$ cat src/rtl/clct_peak_select_cclut.sv
// Picks the best of the per-CFEB ccLUT sorter outputs, qualifies it against thresholds, and
// emits one CLCT per rising quality peak followed by a programmable dead time.
//   state | meaning
//   IDLE  | waiting for a qualified Stage A pattern
//   RISE  | candidate held; may be replaced by better patterns up to MXRISE times
//   DEAD  | post-emission hold-off; Stage A ignored until dead_cnt reaches 0
module clct_peak_select_cclut #(
  parameter int MXCFEB = 7,
  parameter int MXPATB = 7,
  parameter int MXKEYB = 5,
  parameter int MXPATC = 11,
  parameter int MXRISE = 2
) (
  input  logic                           clock,
  input  logic                           reset,
  input  logic [MXCFEB*MXPATB-1:0]       pat_in,
  input  logic [MXCFEB*MXKEYB-1:0]       key_in,
  input  logic [MXCFEB*MXPATC-1:0]       carry_in,
  input  logic [2:0]                     hit_thresh,
  input  logic [3:0]                     pid_thresh,
  input  logic [3:0]                     dead_time,
  output logic                           clct_vpf,
  output logic [MXPATB-1:0]              clct_pat,
  output logic [$clog2(MXCFEB)+MXKEYB-1:0] clct_key,
  output logic [MXPATC-1:0]              clct_carry,
  output logic [15:0]                    clct_cnt,
  output logic                           busy
);

  localparam int CFEBW = $clog2(MXCFEB);
  localparam int KEYW  = CFEBW + MXKEYB;
  localparam int RISEW = $clog2(MXRISE + 1);
  localparam logic [RISEW-1:0] RISE_MAX = RISEW'(MXRISE);

  typedef enum logic [1:0] {IDLE, RISE, DEAD} state_t;

  logic [CFEBW-1:0]  best_idx;
  logic [MXPATB-1:0] best_pat;
  logic [MXKEYB-1:0] best_key;
  logic [MXPATC-1:0] best_carry;
  logic              qual_d;

  logic [MXPATB-1:0] a_pat_q;
  logic [KEYW-1:0]   a_key_q;
  logic [MXPATC-1:0] a_carry_q;
  logic              a_qual_q;

  state_t            state_q, state_d;
  logic [MXPATB-1:0] cand_pat_q, cand_pat_d;
  logic [KEYW-1:0]   cand_key_q, cand_key_d;
  logic [MXPATC-1:0] cand_carry_q, cand_carry_d;
  logic [RISEW-1:0]  rise_cnt_q, rise_cnt_d;
  logic [3:0]        dead_cnt_q, dead_cnt_d;
  logic              vpf_q, vpf_d;
  logic [MXPATB-1:0] clct_pat_q, clct_pat_d;
  logic [KEYW-1:0]   clct_key_q, clct_key_d;
  logic [MXPATC-1:0] clct_carry_q, clct_carry_d;
  logic [15:0]       clct_cnt_q, clct_cnt_d;
  logic              busy_q, busy_d;

  // Strict compare on pat[6:1] keeps the lowest CFEB index on a tie.
  always_comb begin
    best_idx   = '0;
    best_pat   = pat_in[MXPATB-1:0];
    best_key   = key_in[MXKEYB-1:0];
    best_carry = carry_in[MXPATC-1:0];
    for (int n = 1; n < MXCFEB; n++) begin
      if (pat_in[n*MXPATB+1 +: MXPATB-1] > best_pat[MXPATB-1:1]) begin
        best_idx   = CFEBW'(n);
        best_pat   = pat_in[n*MXPATB +: MXPATB];
        best_key   = key_in[n*MXKEYB +: MXKEYB];
        best_carry = carry_in[n*MXPATC +: MXPATC];
      end
    end
    qual_d = (best_pat[MXPATB-1:4] >= hit_thresh) && (best_pat[3:0] >= pid_thresh);
  end

  always_comb begin
    state_d      = state_q;
    cand_pat_d   = cand_pat_q;
    cand_key_d   = cand_key_q;
    cand_carry_d = cand_carry_q;
    rise_cnt_d   = rise_cnt_q;
    dead_cnt_d   = dead_cnt_q;
    vpf_d        = 1'b0;
    clct_pat_d   = clct_pat_q;
    clct_key_d   = clct_key_q;
    clct_carry_d = clct_carry_q;
    clct_cnt_d   = clct_cnt_q;
    case (state_q)
      IDLE: begin
        if (a_qual_q) begin
          cand_pat_d   = a_pat_q;
          cand_key_d   = a_key_q;
          cand_carry_d = a_carry_q;
          rise_cnt_d   = '0;
          state_d      = RISE;
        end
      end
      RISE: begin
        if (a_qual_q && (a_pat_q[MXPATB-1:1] > cand_pat_q[MXPATB-1:1]) &&
            (rise_cnt_q < RISE_MAX)) begin
          cand_pat_d   = a_pat_q;
          cand_key_d   = a_key_q;
          cand_carry_d = a_carry_q;
          rise_cnt_d   = rise_cnt_q + 1'b1;
        end else begin
          // The Stage A sample seen here is dropped, even if it qualifies.
          vpf_d        = 1'b1;
          clct_pat_d   = cand_pat_q;
          clct_key_d   = cand_key_q;
          clct_carry_d = cand_carry_q;
          clct_cnt_d   = (clct_cnt_q == 16'hFFFF) ? clct_cnt_q : clct_cnt_q + 16'd1;
          dead_cnt_d   = dead_time;
          state_d      = (dead_time != 4'd0) ? DEAD : IDLE;
        end
      end
      DEAD: begin
        if (dead_cnt_q <= 4'd1) begin
          dead_cnt_d = 4'd0;
          state_d    = IDLE;
        end else begin
          dead_cnt_d = dead_cnt_q - 4'd1;
        end
      end
      default: state_d = IDLE;
    endcase
    busy_d = (state_d != IDLE);
  end

  always_ff @(posedge clock or posedge reset) begin
    if (reset) begin
      a_pat_q      <= '0;
      a_key_q      <= '0;
      a_carry_q    <= '0;
      a_qual_q     <= 1'b0;
      state_q      <= IDLE;
      cand_pat_q   <= '0;
      cand_key_q   <= '0;
      cand_carry_q <= '0;
      rise_cnt_q   <= '0;
      dead_cnt_q   <= '0;
      vpf_q        <= 1'b0;
      clct_pat_q   <= '0;
      clct_key_q   <= '0;
      clct_carry_q <= '0;
      clct_cnt_q   <= '0;
      busy_q       <= 1'b0;
    end else begin
      a_pat_q      <= best_pat;
      a_key_q      <= {best_idx, best_key};
      a_carry_q    <= best_carry;
      a_qual_q     <= qual_d;
      state_q      <= state_d;
      cand_pat_q   <= cand_pat_d;
      cand_key_q   <= cand_key_d;
      cand_carry_q <= cand_carry_d;
      rise_cnt_q   <= rise_cnt_d;
      dead_cnt_q   <= dead_cnt_d;
      vpf_q        <= vpf_d;
      clct_pat_q   <= clct_pat_d;
      clct_key_q   <= clct_key_d;
      clct_carry_q <= clct_carry_d;
      clct_cnt_q   <= clct_cnt_d;
      busy_q       <= busy_d;
    end
  end

  assign clct_vpf   = vpf_q;
  assign clct_pat   = clct_pat_q;
  assign clct_key   = clct_key_q;
  assign clct_carry = clct_carry_q;
  assign clct_cnt   = clct_cnt_q;
  assign busy       = busy_q;

endmodule

$ cat config.mk
export PLATFORM = sky130hd
export DESIGN_NAME = clct_peak_select_cclut
export DESIGN_NICKNAME = d
export VERILOG_FILES = /design/src/rtl/clct_peak_select_cclut.sv
export SDC_FILE = /design/constraint.sdc
export NUM_CORES = 1
export LEC_CHECK = 0
export ABC_AREA = 1
export CAP_MARGIN = 25
export CORE_ASPECT_RATIO = 0.6
export CORE_MARGIN = 2
export CORE_UTILIZATION = 40
export CTS_CLUSTER_DIAMETER = 30
export DETAILED_ROUTE_END_ITERATION = 6
export PLACE_DENSITY = 0.79
export SETUP_SLACK_MARGIN = 0.2
export SLEW_MARGIN = 20
export SYNTH_ARGS = -nofsm -noshare
export SYNTH_HDL_FRONTEND = slang
export SYNTH_SLANG_ARGS = --single-unit
$ cat constraint.sdc
create_clock -name clock -period 3.55 [get_ports clock]
set_clock_uncertainty 0.15 [all_clocks]
set_input_delay 0.71 -clock clock [delete_from_list [all_inputs] [get_ports clock]]
set_output_delay 0.71 -clock clock [all_outputs]
set_load 0.02 [all_outputs]
# Word level (Yosys, flattened, before mapping)
# Cells that the tools add are included.
# Widths: inputs -> output; s select.
dict set report totals {
  ff_bits 105
  output_inout_bits 44
}
dict set report op_classes {
  addsub 3
  n_lt_le_gt_ge 11
  n_eq_ne 6
  n_mux 46
  n_bitwise 2
  n_reduce_logical 12
}
# op count
set ops {}
lappend ops {{$mux 11} 8}
lappend ops {{$mux 7} 8}
lappend ops {{$gt 6x6->1} 7}
lappend ops {{$mux 5} 6}
lappend ops {{$pmux 11 s2} 1}
lappend ops {{$add 16x1->16 const B} 1}
lappend ops {{$eq 16x16->1 const B} 1}
lappend ops {{$mux 8} 2}
lappend ops {{$pmux 8 s2} 1}
lappend ops {{$mux 3} 5}
lappend ops {{$pmux 7 s2} 1}
lappend ops {{$mux 2} 6}
lappend ops {{$mux 4} 2}
lappend ops {{$pmux 4 s2} 1}
lappend ops {{$ne 2x2->1 const B} 3}
lappend ops {{$pmux 2 s3} 1}
lappend ops {{$reduce_and 3->1} 2}
lappend ops {{$reduce_bool 2->1} 3}
lappend ops {{$ge 4x4->1} 1}
lappend ops {{$le 4x1->1 const B} 1}
lappend ops {{$pmux 2 s2} 1}
lappend ops {{$reduce_and 2->1} 2}
lappend ops {{$reduce_bool 4->1} 1}
lappend ops {{$sub 4x1->4 const B} 1}
lappend ops {{9 further kinds} 14}

# Logic depth before layout (Yosys ltp)
# Gate-level depths: netlist of the first run.
dict set report logic_depth {
  ltp_word 14
  ltp_mapped 68
}

# Worst setup path after synthesis of the first run
# No wires, ideal clock.
dict set report synth_path {
  path_type {input to register}
  start {input port pat_in[6]}
  end {register a_qual_q}
  setup_ns 0.120
  t_arrival_ns 8.636
  required_ns 3.280
  setup_slack_ns -5.356
  cell_stages 66
  n_path_buf 10
  cell_sequence {inv_1 ha_1 nand2_1 nor2_4 nand2_2 nand3_4 nand2_4 buf_12 buf_6 nand2_1 o21ai_0 ha_1 nand2_2 nor2_4 nand3_1 nand3_4 nand2_4 buf_12 (+30 left out) nand2_4 nand2_1 ha_1 nand2_1 nor2_1 o21ai_0 o211ai_1 nand2_2 inv_1 clkbuf_8 nand2_1 nand2_1 ha_1 a21boi_0 o21a_1 o21a_1 o21ai_0 inv_1}
}
dict set report synth_between {
  elab_chain_len 14
  word_cells_on_any_way 15
}
# element line
set synth_rtl {}
lappend synth_rtl {{start: declaration} 16} ;# input logic [MXCFEB*MXPATB-1:0] pat_in,
lappend synth_rtl {{$gt 6x6->1} 68} ;# if (pat_in[n*MXPATB+1 +: MXPATB-1] > best_pat[MXPATB-1:1]) begin
lappend synth_rtl {{$mux 7 *} 68}
lappend synth_rtl {{$gt 6x6->1} 68}
lappend synth_rtl {{$mux 7 *} 68}
lappend synth_rtl {{$gt 6x6->1} 68}
lappend synth_rtl {{$mux 7 *} 68}
lappend synth_rtl {{$gt 6x6->1} 68}
lappend synth_rtl {{$mux 7 *} 68}
lappend synth_rtl {{$gt 6x6->1} 68}
lappend synth_rtl {{$mux 7 *} 68}
lappend synth_rtl {{$gt 6x6->1} 68}
lappend synth_rtl {{$mux 7 *} 68}
lappend synth_rtl {{named net best_pat[1]} 38} ;# logic [MXPATB-1:0] best_pat;
lappend synth_rtl {{$ge 4x4->1 *} 75} ;# qual_d = (best_pat[MXPATB-1:4] >= hit_thresh) && (best_pat[3:0] >= pid_thresh);
lappend synth_rtl {{$logic_and 1x1->1 *} 75}
lappend synth_rtl {{named net qual_d} 41} ;# logic qual_d;
lappend synth_rtl {{end signal: assignment} 153} ;# a_qual_q <= qual_d;
lappend synth_rtl {{end: declaration} 46} ;# logic a_qual_q;
# Mark *: on every way through the listed nets, which the timed path passes. The rest lies on a longest branch.
# A chain may end at the register's enable or synchronous reset.

# Worst setup path after layout of the first run
dict set report layout_path {
  start {input port pat_in[4]}
  end {register a_qual_q}
}
# The elaborated chain is that of the path after synthesis.

==> results of run 1 <==
## how the worst min path moves through the flow
stage	start	to	slack, ns	depth (start not counted)
2_1_floorplan	a_carry_q[0]	cand_carry_q[0]	0.27	2
3_3_place_gp	a_carry_q[1]	cand_carry_q[1]	0.27	2
3_5_place_dp	a_carry_q[10]	cand_carry_q[10]	0.27	2
4_1_cts	a_carry_q[10]	cand_carry_q[10]	0.29	2
5_1_grt	a_key_q[0]	cand_key_q[0]	0.31	2
6_report	a_carry_q[10]	cand_carry_q[10]	0.29	2
## metrics by stage
stage	worst slack (ns)	hold WS, ns	instances	setup TNS (ns)	area [um2]
floorplan	-5.106	0.2683	991	-120.89	7726
global placement	-4.534	0.2733	1516	-103.81	10620
detailed placement	-4.927	0.2741	1516	-114.73	10620
CTS	-3.759	0.2918	1585	-83.48	11840
global route	-4.777	0.3079	1601	-111.40	12440
finish	-4.563	0.2925	1601	-105.96	12440
## cell usage in the layout (no fill, tap or decap), types with 28 or more instances in the layout
cell type / count
nand3_1: 83
nand2_1: 241
clkdlybuf4s50_1: 205
nor2_1: 28
o21ai_0: 58
nand3_2: 51
nand2_4: 32
buf_4: 146
nand2_2: 61
dfrtp_1: 105
inv_1: 86
## registers in the layout, summed over array words and instances, names as in the netlist
| name | flops |
|---|---|
| a_carry_q | 11 |
| cand_carry_q | 11 |
| state_q | 2 |
| rise_cnt_q | 2 |
| a_key_q | 8 |
| clct_pat | 7 |
| busy | 1 |
| cand_pat_q | 7 |
| clct_carry | 11 |
| a_qual_q | 1 |
| clct_cnt | 16 |
| clct_vpf | 1 |
| dead_cnt_q | 4 |
| clct_key | 8 |
| a_pat_q | 7 |
| cand_key_q | 8 |
## repair_timing
item,in CTS,in global routing
hold endpoints to repair,0,0
gates resized for setup,171,90
buffers inserted,52,13
pin swaps,81,78
cloned,1,3
endpoints found under the setup margin,28,29
hold buffers,0,0
## layout make-up
class | count | area share (%)
well taps | 246 | 2.475
clock inverters | 6 | 0.4628
clock buffers | 10 | 1.922
repair buffers | 391 | 29.68
flip-flops and latches | 105 | 21.13
inverters | 103 | 3.240
multi-input cells | 740 | 41.09
## metal layers
metal	up-vias	wire length [um]	global-route usage, %
li1	3932	-	-
met1	4076	12810	35.57
met2	510	14350	44.66
met3	150	2612	5.815
met4	0	1836	8.480
met5	-	0	0
## kinds of logic after synthesis
| group | Yosys count | synth area share, % |
|---|---|---|
| AO/OA/AOI/OAI | 118 | 8.380 |
| adder cells (fa/ha/maj) | 40 | 6.521 |
| flip-flops | 105 | 34.24 |
| AND/OR/NAND/NOR | 565 | 38.93 |
| buffers and inverters | 146 | 9.994 |
| XOR/XNOR | 17 | 1.940 |
## worst register-to-register path, cell delays in order (launching register included)
cell	delay (ns)
dfrtp_1	0.37
inv_1	0.13
ha_1	0.28
a21oi_1	0.22
o221ai_1	0.16
o2111ai_1	0.11
nand2_1	0.14
nor2_2	0.12
inv_1	0.09
a21oi_2	0.17
nand4_1	0.22
nor4_4	0.26
and3_2	0.28
nand4_1	0.15
nor3_1	0.26
xor2_1	0.16
## power breakdown
| group | total, W | internal, W | switching (W) | leakage (nW) |
|---|---|---|---|---|
| Clock | 0.00101 | 0.000514 | 0.000495 | 0.147 |
| Combinational | 0.00873 | 0.00394 | 0.00479 | 4.54 |
| Sequential | 0.00201 | 0.00174 | 0.000270 | 1.32 |
| Total | 0.0117 | 0.00619 | 0.00556 | 6.01 |
==> flow_summary_export.csv, run 1 <==
group,metric,value,unit
synth,synth-seq-cells,105,
clock_tree,root_buffer,"clkbuf_16",
cells_and_area,nNetsFinal,1564,
synth,avgSynthCellArea,7.745,um2
placement,routabilityCongestion,0.9269,
setup_path,timing.rr.end,"clct_cnt[15]",
sta,slew_viol_final,0,
floorplanning,die_w,182.8,um
routing,via_per_inst,5.414,
global_routing,grt_max_degree,53,
synth,synth_nets,1205,
synth,synth_common_cells,"nand2_1 (282), nand3_1 (108), dfrtp_1 (105)",
synth,synth_edf_count,0,
floorplanning,core-area,18930,um2
floorplanning,dieArea,20350,um2
power,ir_drop,0.6144,mV
setup_path,path_buf_inv,9,
global_routing,overflow,0,
global_routing,grt_usage,27.07,%
setup_path,setup.worst_path.end_class,"flip-flop",
synth,synth_flop_cell,"dfrtp_1",
clock_tree,worstSkewPairLatency,0.36,ns
synth,synth_most_common_cell,"nand2_1",
synth,synth_area_leader_cell,"dfrtp_1",
synth,synth.top_cell.area_share,34.24,%
sta,worstMarginPinSlew,0.5094,ns
setup_path,slowest_delay,0.34,ns
routing,first_iter_violations,781,
sta,max_freq,123.3,MHz
power,power_density,944.7,nW/um2
setup_path,arrival,8.21,ns
power,leakagePower,6.012,nW
sta,grt_setup_unrepaired,"yes",
global_routing,grt_pass1_wl,43300,um
setup_path,crit_type,"in -> reg",
synth,synthCells,991,
run,maxCapViolCount,0,
status,status,"finished, violations left",
routing,vias,8668,
cells_and_area,post-route-util,65.68,%
sta,hold_violations,0,
setup_path,r2r_setup_slack,0.21,ns
setup_path,worst_setup_path_start_kind,"input port",
global_routing,grt_pass1_vias,8350,
synth,yosys_warnings,0,
sta,slew_headroom,65.68,%
cells_and_area,num-fill-cells,1375,
sta,period_needed,8.113,ns
clock_tree,cts_buffer_depth,2,
setup_path,required,3.65,ns
synth,synth_cell_types,49,
setup_path,path_delay_family,"simple AND/OR/NAND/NOR gates",
clock_tree,tritoncts,"yes",
placement,dp_hpwl,18430,um
worst_hold_path,min_path_type,"reg -> reg",
routing,wl,31610,um
sta,setup_viol,27,
cells_and_area,area_growth_syn_to_layout,62.03,%
routing,drc,0,
cells_and_area,multi_input_area,5110,um2
clock_tree,htreeDepth,3,
setup_path,crit_end,"a_qual_q",
clock_tree,numCtsBuffers,9,
placement,io_buffer_count,217,
global_routing,antenna_found_initial,0,
power,finalPower,0.01175,W
setup_path,reg2reg_depth,15,
setup_path,r2r-start,"cand_pat_q[2]",
sta,finalCritPeriodShare,228.5,%
setup_path,worst-path-max-fanout,8,
clock_tree,cts.sinks,105,
synth,synth.area.top_cells,"dfrtp_1 (34%), nand2_1 (14%), nand3_1 (7.0%)",
setup_path,crit_start,"pat_in[4]",
synth,syn_area,7675,um2
cells_and_area,antenna_cells,0,
routing,postRouteAntennaNets,0,
sta,final.setup.worst_slack,-4.563,ns
cells_and_area,ff_latch_area,2628,um2
setup_path,cp.depth,56,
clock_tree,clk_pin_slew,0.08,ns
floorplanning,start_util,40.54,%
routing,firstDrtPassIters,5,
synth,ys_seq_area_share,34.24,%
floorplanning,io_pins,218,
cells_and_area,drive_above_1_share,32.47,%
routing,routedWlPerCell,19.75,um
floorplanning,die_y,111.3,um
status,violations,"setup timing",
floorplanning,rows,39,
synth,synthArstFlopShare,100.0,%
setup_path,critical_path.slowest_cell,"ha_1",
Note: power is estimated with default switching activity, not from simulation.
==> run 2, diff against run 1 <==
--- a/config.mk
+++ b/config.mk
@@ -10,6 +10,7 @@
 export CORE_ASPECT_RATIO = 0.6
 export CORE_MARGIN = 2
 export CORE_UTILIZATION = 40
+export CTS_BUF_LIST = sky130_fd_sc_hd__clkbuf_8
 export CTS_CLUSTER_DIAMETER = 30
 export DETAILED_ROUTE_END_ITERATION = 6
 export PLACE_DENSITY = 0.79
==> run 2 against run 1 <==
Against the previous run: the run still ends with setup timing left; sequential power about the same; die area unchanged; first-iteration DRC count up 38%; non-clock buffer count up 5; combinational power up 7.8%; global-route usage down 0.29 points; sequential share of layout area down 0.16 points; cell count up 0.31%; utilization up 0.50 points; count of clock-buffer cells in the layout unchanged; largest power group unchanged.
==> flow_summary_export.csv, run 2 (synthesized netlist as in run 1, its figures left out) <==
group,metric,value,unit
global_routing,grt_usage,26.78,%
setup_path,setup.worst_path.end_class,"flip-flop",
setup_path,worst-path-max-fanout,8,
cells_and_area,drive_above_1_share,33.31,%
setup_path,crit_start,"pat_in[4]",
global_routing,overflow,0,
sta,final.setup.worst_slack,-4.590,ns
placement,routabilityCongestion,0.9269,
clock_tree,worstSkewPairLatency,0.38,ns
routing,wl,33050,um
sta,setup_viol,27,
cells_and_area,mostFrequentLayoutCell,"nand2_1",
clock_tree,numCtsBuffers,9,
sta,grt_setup_unrepaired,"yes",
global_routing,grt_pass1_wl,42920,um
floorplanning,start_util,40.54,%
sta,hold_ws,0.3007,ns
floorplanning,die_w,182.8,um
sta,finalCritPeriodShare,229.3,%
placement,placed_area,10620,um2
power,finalPower,0.01218,W
sta,max_freq,122.8,MHz
status,violations,"setup timing",
clock_tree,tritoncts,"yes",
setup_path,crit_top_cell,"nand2_4",
global_routing,antenna_found_initial,0,
setup_path,reg2reg_depth,15,
setup_path,arrival,8.27,ns
cells_and_area,nNetsFinal,1569,
power,ir_drop,0.6104,mV
setup_path,r2r-start,"cand_pat_q[2]",
cells_and_area,largest_reg_flops,16,
floorplanning,die_y,111.3,um
cells_and_area,final_cell_mix,"nand2_1 (240), clkdlybuf4s50_1 (205), buf_4 (145), dfrtp_1 (105), inv_1 (86)",
status,status,"finished, violations left",
clock_tree,root_buffer,"clkbuf_8",
cells_and_area,post-route-util,66.18,%
worst_hold_path,min_path_type,"reg -> reg",
setup_path,crit_end,"a_qual_q",
clock_tree,htreeDepth,3,
clock_tree,cts_buffer_depth,2,
cells_and_area,area_growth_syn_to_layout,63.25,%
clock_tree,clk_pin_slew,0.11,ns
routing,via_per_inst,5.522,
clock_tree,cts.hold.buffers_added,0,
routing,vias,8869,
sta,hold_violations,0,
setup_path,timing.rr.end,"clct_cnt[15]",
clock_tree,cts.sinks,105,
sta,slew_headroom,65.61,%
setup_path,r2r_setup_slack,0.06,ns
sta,period_needed,8.140,ns
routing,routedWlPerCell,20.58,um
sta,tns,-106.51,ns
routing,drc,0,
floorplanning,rows,39,
setup_path,crit_type,"in -> reg",
routing,first_iter_violations,1075,
setup_path,slowest_delay,0.32,ns
routing,postRouteAntennaNets,0,
setup_path,required,3.68,ns
sta,worstMarginPinSlew,0.5105,ns
setup_path,worst_setup_path_start_kind,"input port",
cells_and_area,antenna_cells,0,
power,leakagePower,6.010,nW
global_routing,grt_pass1_vias,8364,
floorplanning,io_pins,218,
run,maxCapViolCount,0,
setup_path,critical_path.slowest_cell,"ha_4",
global_routing,grt_max_degree,53,
cells_and_area,fin_area,12530,um2
floorplanning,dieArea,20350,um2
power,power_density,971.9,nW/um2
placement,dp_hpwl,18430,um
routing,firstDrtPassIters,7,
placement,io_buffer_count,217,
sta,slew_viol_final,0,
floorplanning,core-area,18930,um2
run 2: cell types whose count changed in the layout (fill, tap and decap cells not counted), sizes merged:
cell  delta
buf      +5
run 2: report_power, final:
| group | switching [W] | total (W) | internal, W | leakage [nW] |
|---|---|---|---|---|
| combinational | 0.00519 | 0.00941 | 0.00422 | 4.59 |
| clock | 0.000467 | 0.000759 | 0.000292 | 0.101 |
| sequential | 0.000274 | 0.00201 | 0.00174 | 1.32 |
| total | 0.00593 | 0.0122 | 0.00625 | 6.01 |
run 2: layout make-up:
cell class,instances,area [um2]
clock inverters,6,57.56
fillers,1346,6404
flip-flops and latches,105,2628
inverters,103,405.4
well taps,246,307.8
clock buffers,10,137.6
repair buffers,396,3764
multi-input cells,740,5230
run 2: metrics by stage:
step	setup WS, ns	instances
2_1_floorplan	-5.106	991
3_3_place_gp	-4.534	1516
3_5_place_dp	-4.927	1516
4_1_cts	-3.737	1585
5_1_grt	-4.664	1606
6_report	-4.590	1606
run 2: metal layers:
layer / vias up / GRT usage, % / wire length (um)
li1: 3948 / - / -
met1: 4156 / 35.15 / 13410
met2: 577 / 44.41 / 14930
met3: 188 / 5.289 / 2720
met4: 0 / 8.800 / 1984
met5: - / 0 / 0
run 2: how the worst min path moves through the flow:
stage	slack (ns)	start	endpoint	cells after the start
floorplan	0.27	a_carry_q[0]	cand_carry_q[0]	2
global placement	0.27	a_carry_q[1]	cand_carry_q[1]	2
detailed placement	0.27	a_carry_q[10]	cand_carry_q[10]	2
CTS	0.30	a_carry_q[10]	cand_carry_q[10]	2
global route	0.32	a_key_q[0]	cand_key_q[0]	2
finish	0.30	a_carry_q[10]	cand_carry_q[10]	2
run 2: worst max-delay path: cells and delay by family:
| kind | cells | cell delay (ns) |
|---|---|---|
| simple gates | 33 | 3.76 |
| fa+ha+maj | 6 | 1.58 |
| compound gates | 9 | 1.12 |
| buf+inv | 10 | 1.02 |
run 2: timing repair:
item                       CTS  global route
setup endpoints to repair   28            29
pin swaps                   81           105
gates resized for setup    171           114
cloned                       1             3
hold endpoints to repair     0             0
setup buffers               52            18
